==> src/rtl/uart_rx_display.sv <==
// rtl/uart_rx_display.sv - 16x-oversampled UART receiver that pairs bytes into a 16-bit display word
// Optional even parity (8E1 frame, live perror) when UART_RX_PARITY_EN is defined.
module uart_rx_display #(
  parameter int CLK_DIV  = 27,
  parameter bit HI_FIRST = 1'b1
) (
  input  logic        clk,
  input  logic        reset,
  input  logic        rx,
  output logic [15:0] signal_to_display,
  output logic        rx_valid,
  output logic [7:0]  rx_byte,
  output logic        byte_valid,
  output logic        ferror,
  output logic        perror
);

  localparam logic [9:0] DIV_M1 = 10'(CLK_DIV - 1);

  typedef enum logic [2:0] {
    S_IDLE,
    S_START,
    S_DATA,
`ifdef UART_RX_PARITY_EN
    S_PARITY,
`endif
    S_STOP,
    S_BREAK
  } state_t;

  state_t      state_q, state_d;
  logic        rx_meta_q, rx_s_q;
  logic [9:0]  tick_cnt_q, tick_cnt_d;
  logic [3:0]  os_cnt_q, os_cnt_d;
  logic [2:0]  bit_idx_q, bit_idx_d;
  logic [7:0]  shift_q, shift_d;
  logic [7:0]  hold_q, hold_d;
  logic        ptr_q, ptr_d;
  logic [15:0] disp_q, disp_d;
  logic [7:0]  rx_byte_q, rx_byte_d;
  logic        byte_valid_q, byte_valid_d;
  logic        rx_valid_q, rx_valid_d;
  logic        ferror_q, ferror_d;
`ifdef UART_RX_PARITY_EN
  logic        perror_q, perror_d;
  logic        par_err_q, par_err_d;
`endif
  logic        tick;
  logic        good_stop;

  assign tick = (tick_cnt_q == 10'd0);

`ifdef UART_RX_PARITY_EN
  assign good_stop = ~par_err_q;
`else
  assign good_stop = 1'b1;
`endif

  always_comb begin
    state_d      = state_q;
    tick_cnt_d   = tick ? DIV_M1 : 10'(tick_cnt_q - 10'd1);
    os_cnt_d     = os_cnt_q;
    bit_idx_d    = bit_idx_q;
    shift_d      = shift_q;
    hold_d       = hold_q;
    ptr_d        = ptr_q;
    disp_d       = disp_q;
    rx_byte_d    = rx_byte_q;
    byte_valid_d = 1'b0;
    rx_valid_d   = 1'b0;
    ferror_d     = ferror_q;
`ifdef UART_RX_PARITY_EN
    perror_d     = perror_q;
    par_err_d    = par_err_q;
`endif

    case (state_q)
      S_IDLE: begin
        if (!rx_s_q) begin
          // Restart the tick phase at the falling edge so samples land mid-bit.
          state_d    = S_START;
          os_cnt_d   = 4'd0;
          tick_cnt_d = 10'd0;
        end
      end
      S_START: begin
        if (tick) begin
          if (os_cnt_q == 4'd7) begin
            os_cnt_d  = 4'd0;
            bit_idx_d = 3'd0;
            state_d   = rx_s_q ? S_IDLE : S_DATA;
          end else begin
            os_cnt_d = os_cnt_q + 4'd1;
          end
        end
      end
      S_DATA: begin
        if (tick) begin
          os_cnt_d = os_cnt_q + 4'd1;
          if (os_cnt_q == 4'd15) begin
            shift_d   = {rx_s_q, shift_q[7:1]};
            bit_idx_d = bit_idx_q + 3'd1;
            if (bit_idx_q == 3'd7) begin
`ifdef UART_RX_PARITY_EN
              state_d = S_PARITY;
`else
              state_d = S_STOP;
`endif
            end
          end
        end
      end
`ifdef UART_RX_PARITY_EN
      S_PARITY: begin
        if (tick) begin
          os_cnt_d = os_cnt_q + 4'd1;
          if (os_cnt_q == 4'd15) begin
            par_err_d = rx_s_q ^ (^shift_q);
            state_d   = S_STOP;
          end
        end
      end
`endif
      S_STOP: begin
        if (tick) begin
          os_cnt_d = os_cnt_q + 4'd1;
          if (os_cnt_q == 4'd15) begin
            if (!rx_s_q) begin
              ferror_d = 1'b1;
              ptr_d    = 1'b0;
              state_d  = S_BREAK;
            end else if (!good_stop) begin
`ifdef UART_RX_PARITY_EN
              perror_d = 1'b1;
`endif
              ptr_d    = 1'b0;
              state_d  = S_IDLE;
            end else begin
              state_d      = S_IDLE;
              rx_byte_d    = shift_q;
              byte_valid_d = 1'b1;
              ferror_d     = 1'b0;
`ifdef UART_RX_PARITY_EN
              perror_d     = 1'b0;
`endif
              if (!ptr_q) begin
                hold_d = shift_q;
                ptr_d  = 1'b1;
              end else begin
                disp_d     = HI_FIRST ? {hold_q, shift_q} : {shift_q, hold_q};
                rx_valid_d = 1'b1;
                ptr_d      = 1'b0;
              end
            end
          end
        end
      end
      S_BREAK: begin
        if (rx_s_q) state_d = S_IDLE;
      end
      default: state_d = S_IDLE;
    endcase
  end

  always_ff @(posedge clk) begin
    if (reset) begin
      state_q      <= S_IDLE;
      rx_meta_q    <= 1'b1;
      rx_s_q       <= 1'b1;
      tick_cnt_q   <= 10'd0;
      os_cnt_q     <= 4'd0;
      bit_idx_q    <= 3'd0;
      shift_q      <= 8'h00;
      hold_q       <= 8'h00;
      ptr_q        <= 1'b0;
      disp_q       <= 16'h0000;
      rx_byte_q    <= 8'h00;
      byte_valid_q <= 1'b0;
      rx_valid_q   <= 1'b0;
      ferror_q     <= 1'b0;
`ifdef UART_RX_PARITY_EN
      perror_q     <= 1'b0;
      par_err_q    <= 1'b0;
`endif
    end else begin
      state_q      <= state_d;
      rx_meta_q    <= rx;
      rx_s_q       <= rx_meta_q;
      tick_cnt_q   <= tick_cnt_d;
      os_cnt_q     <= os_cnt_d;
      bit_idx_q    <= bit_idx_d;
      shift_q      <= shift_d;
      hold_q       <= hold_d;
      ptr_q        <= ptr_d;
      disp_q       <= disp_d;
      rx_byte_q    <= rx_byte_d;
      byte_valid_q <= byte_valid_d;
      rx_valid_q   <= rx_valid_d;
      ferror_q     <= ferror_d;
`ifdef UART_RX_PARITY_EN
      perror_q     <= perror_d;
      par_err_q    <= par_err_d;
`endif
    end
  end

  assign signal_to_display = disp_q;
  assign rx_valid          = rx_valid_q;
  assign rx_byte           = rx_byte_q;
  assign byte_valid        = byte_valid_q;
  assign ferror            = ferror_q;
`ifdef UART_RX_PARITY_EN
  assign perror            = perror_q;
`else
  assign perror            = 1'b0;
`endif

endmodule

==> config.mk <==
export PLATFORM = sky130hd
export DESIGN_NAME = uart_rx_display
export DESIGN_NICKNAME = d
export VERILOG_FILES = /design/src/rtl/uart_rx_display.sv
export SDC_FILE = /design/constraint.sdc
export NUM_CORES = 1
export LEC_CHECK = 0
export BUFFER_PORTS_ARGS = -buffer_cell sky130_fd_sc_hd__buf_2
export CORE_AREA = 2 2 102 104
export DETAILED_ROUTE_END_ITERATION = 10
export DIE_AREA = 0 0 104 106
export GPL_TIMING_DRIVEN = 0
export SLEW_MARGIN = 20
export SYNTH_ARGS = -nofsm -noshare
export SYNTH_HDL_FRONTEND = slang
export SYNTH_SLANG_ARGS = --single-unit
==> constraint.sdc <==
create_clock -name clk -period 4.2 [get_ports clk]
set_input_delay 0.42 -clock clk [delete_from_list [all_inputs] [get_ports clk]]
set_output_delay 0.42 -clock clk [all_outputs]
set_load 0.01 [all_outputs]
==> results.py <==
metrics = {
    "floorplanning": {
        "fp.dieArea_mm2": 0.01102,
        "ioPinCount": 31,
        "die_x_um": 104,
        "die_height_um": 106,
        "placementRows": 37,
        "floorplan.initialDensity_pct": 29.17,
        "coreArea_mm2": 0.01000,
    },
    "layout": {
        "fillers": 1081,
        "post_route_cells_drive_above_1_share_pct": 14.32,
        "num_antenna_cells": 0,
        "num-nets-final": 386,
        "finalNonFillerCells": 520,
        "area_growth_syn_to_layout_pct": 17.29,
    },
    "synthesis": {
        "postSynthNetCount": 346,
        "flip_flop_and_latch_count_after_synthesis": 66,
        "synth_warnings": 0,
        "synth_area_mm2": 0.002917,
        "synthesis.area_per_instance_um2": 8.603,
        "synth_largest_area_cell": "sky130_fd_sc_hd__dfxtp_1",
        "synth_flop_cell": "sky130_fd_sc_hd__dfxtp_1",
        "synthesis.instances": 339,
        "cell_types_occupying_the_most_area_after_synthesis": "sky130_fd_sc_hd__dfxtp_1, sky130_fd_sc_hd__a21oi_1, sky130_fd_sc_hd__o31ai_1",
        "number_of_enable_flip_flop_cells_after_synthesis": 0,
        "async_flop_share_pct": 0,
        "share_of_the_yosys_chip_area_belonging_to_registers_pct": 45.30,
        "synthTopCellsByCount": "sky130_fd_sc_hd__dfxtp_1, sky130_fd_sc_hd__a21oi_1, sky130_fd_sc_hd__clkbuf_1",
        "yosys.cell_count.top_type": "sky130_fd_sc_hd__dfxtp_1",
        "synth_cell_types": 43,
        "yosysTopAreaCellShare_pct": 45.30,
    },
    "detailed_routing": {
        "ant_nets": 0,
        "routed_wire_length_um": 7516,
        "starting_drt_drc_count": 250,
        "dr.pass1.iters": 4,
        "wl_per_cell_um": 14.45,
        "num_vias": 2729,
        "detail_route.vias_per_cell": 5.248,
        "post-route-drc-count": 0,
    },
    "clock_network": {
        "postCtsHoldBufs": 0,
        "clockBufferDepth": 2,
        "cts.reportedPaths.clkPinSlew_ns": 0.08,
        "clock_sink_total": 66,
        "clk-insertion-delay-late_ns": 0.35,
        "cts-htree-levels": 3,
        "tritoncts": "built",
        "numCtsBuffers": 9,
        "cts_resized": 0,
        "cts.repair_timing.setup_buffer_count": 0,
        "clk_root_buffer_cell": "sky130_fd_sc_hd__clkbuf_8",
    },
    "placement": {
        "place.detailed.hpwl_um": 5205,
        "place_congestion": 0.8140,
        "placed_cells": 504,
        "numPortBuffers": 29,
    },
    "min_path": {
        "worst_hold_path_type": "input pin to flip-flop",
    },
    "global_route": {
        "grt_max_degree": 13,
        "antenna_found_initial": 0,
        "grt_pass1_wl_um": 12730,
        "global_route_usage_sum_pct": 14.22,
        "grt_overflow": 0,
        "number_of_global_route_vias_before_repair": 2595,
    },
    "sta": {
        "finalSetupViolCount": 0,
        "achievable_freq_mhz": 378.3,
        "min_period_over_period_pct": 62.94,
        "timing.setup.tns_ns": 0,
        "total_count_of_max_transition_violations_in_the_final_report": 0,
        "finalHoldViolations": 0,
        "clock-skew-final_ns": 0.01073,
        "grt_setup_unrepaired": "false",
        "maxSlewHeadroom_pct": 45.82,
        "tightestPinTransition_ns": 0.8022,
        "layout_min_cycle_time_ns": 2.644,
    },
    "power_and_ir_drop": {
        "power_density_mw_per_mm2": 542.4,
        "peakVddDrop_uv": 181.6,
        "power.leakage_nw": 1.162,
    },
    "critical_path": {
        "worstPathRequired_ns": 4.48,
        "criticalPathCategory": "flip-flop to flip-flop",
        "cp-end-kind": "flip-flop",
        "crit_path_start_kind": "flip-flop",
        "worst-path-max-fanout": 10,
        "worst-endpoint-arrival_ns": 2.92,
    },
    "flow_run": {
        "maxCapViolCount": 0,
    },
    "run_status": {
        "run_status": "completed",
    },
}
## critical path, cell delays in order, from the launching register on
cell and delay [ns]:
sky130_fd_sc_hd__dfxtp_1 0.33, sky130_fd_sc_hd__inv_1 0.06, sky130_fd_sc_hd__ha_1 0.20, sky130_fd_sc_hd__or4b_4 0.47
sky130_fd_sc_hd__buf_6 0.15, sky130_fd_sc_hd__nor3_1 0.54, sky130_fd_sc_hd__clkbuf_1 0.46, sky130_fd_sc_hd__nand4_1 0.18
sky130_fd_sc_hd__a21oi_1 0.18
## sequential cells by signal (all words and copies together) (netlist names)
name and flops:
rx_s_q 1, ptr_q 1, rx_meta_q 1, byte_valid 1, ferror 1, rx_valid 1
shift_q 8, bit_idx_q 3, hold_q 8, rx_byte 8, os_cnt_q 4, tick_cnt_q 10
signal_to_display 16, state_q 3
## logic make-up (layout without fill, tap and decap cells)
family,after synthesis,after routing,share of synthesized area (%)
other cells,1,1,0.1286
compound gates,117,117,24.80
flops,66,66,45.30
xor+xnor,7,7,2.102
buf+inv,44,89,6.049
simple gates,99,99,19.52
fa+ha+maj,4,4,1.716
mux,1,1,0.3861
## cell usage in the layout, fill, tap and decap left out, types with 2 or more instances in the layout
master,Yosys,routed
sky130_fd_sc_hd__a21oi_1,51,51
sky130_fd_sc_hd__a22o_1,2,2
sky130_fd_sc_hd__a31oi_1,2,2
sky130_fd_sc_hd__a32o_1,2,2
sky130_fd_sc_hd__and3_1,2,2
sky130_fd_sc_hd__buf_2,0,29
sky130_fd_sc_hd__clkbuf_1,37,37
sky130_fd_sc_hd__clkbuf_8,0,11
sky130_fd_sc_hd__clkinvlp_4,0,2
sky130_fd_sc_hd__dfxtp_1,66,66
sky130_fd_sc_hd__ha_1,4,4
sky130_fd_sc_hd__inv_1,4,4
sky130_fd_sc_hd__nand2_1,3,3
sky130_fd_sc_hd__nand2b_1,6,6
sky130_fd_sc_hd__nand3_1,20,20
sky130_fd_sc_hd__nand4_1,28,28
sky130_fd_sc_hd__nor2_1,15,15
sky130_fd_sc_hd__nor3_1,5,5
sky130_fd_sc_hd__nor4_1,2,2
sky130_fd_sc_hd__o21ai_0,20,20
sky130_fd_sc_hd__o31a_1,2,2
sky130_fd_sc_hd__o31ai_1,30,30
sky130_fd_sc_hd__or2_2,3,3
sky130_fd_sc_hd__or3_1,4,4
sky130_fd_sc_hd__or3b_2,2,2
sky130_fd_sc_hd__or4_1,4,4
sky130_fd_sc_hd__xnor2_1,6,6
## final timing paths
path                               end  depth (start not counted)  slack [ns]          start
hold / removal               rx_meta_q                          2        0.27             rx
setup reg to reg  signal_to_display[4]                          8        1.56  tick_cnt_q[0]
hold reg to reg                 rx_s_q                          1        0.41      rx_meta_q
setup / recovery  signal_to_display[4]                          8        1.56  tick_cnt_q[0]
## cell type report
cell class / count / area, µm² / share of cell area (%)
clock inverter: 5 / 37.54 / 1.097
multi-input combinational: 229 / 1419 / 41.48
tap: 136 / 170.2 / 4.974
clock buffer: 11 / 151.4 / 4.426
timing repair buffer: 29 / 145.1 / 4.243
inverter: 5 / 18.77 / 0.5486
sequential: 66 / 1321 / 38.62
buffer: 39 / 157.7 / 4.609
## metal layers
| layer | global-route usage, % | vias to the layer above | wire length (µm) |
|---|---|---|---|
| met5 | 0 | - | 0 |
| met4 | 4.151 | 0 | 106 |
| met3 | 4.353 | 11 | 374 |
| met2 | 22.46 | 62 | 3482 |
| met1 | 18.74 | 1302 | 3552 |
| li1 | - | 1354 | - |
## per-stage QoR
step	instance area [µm²]	power [W]	hold WS, ns	utilization, %	setup slack [ns]
final	3421	0.001855	0.2657	34.21	1.556
after global routing	3421	0.001992	0.2517	34.21	1.330
after CTS	3421	0.001866	0.2584	34.21	1.600
after detailed placement	3232	0.001357	0.4011	32.32	1.634
after global placement	3232	0.001351	0.3924	32.32	1.618
after floorplan	2917	0.001208	0.3895	-	1.933
## power breakdown
part           internal (W)  switching, W  total [W]
logic              0.000202      0.000437   0.000639
registers          0.000676     0.0000393   0.000715
clock network      0.000248      0.000253   0.000502
Power figures use the tool's default switching activity.
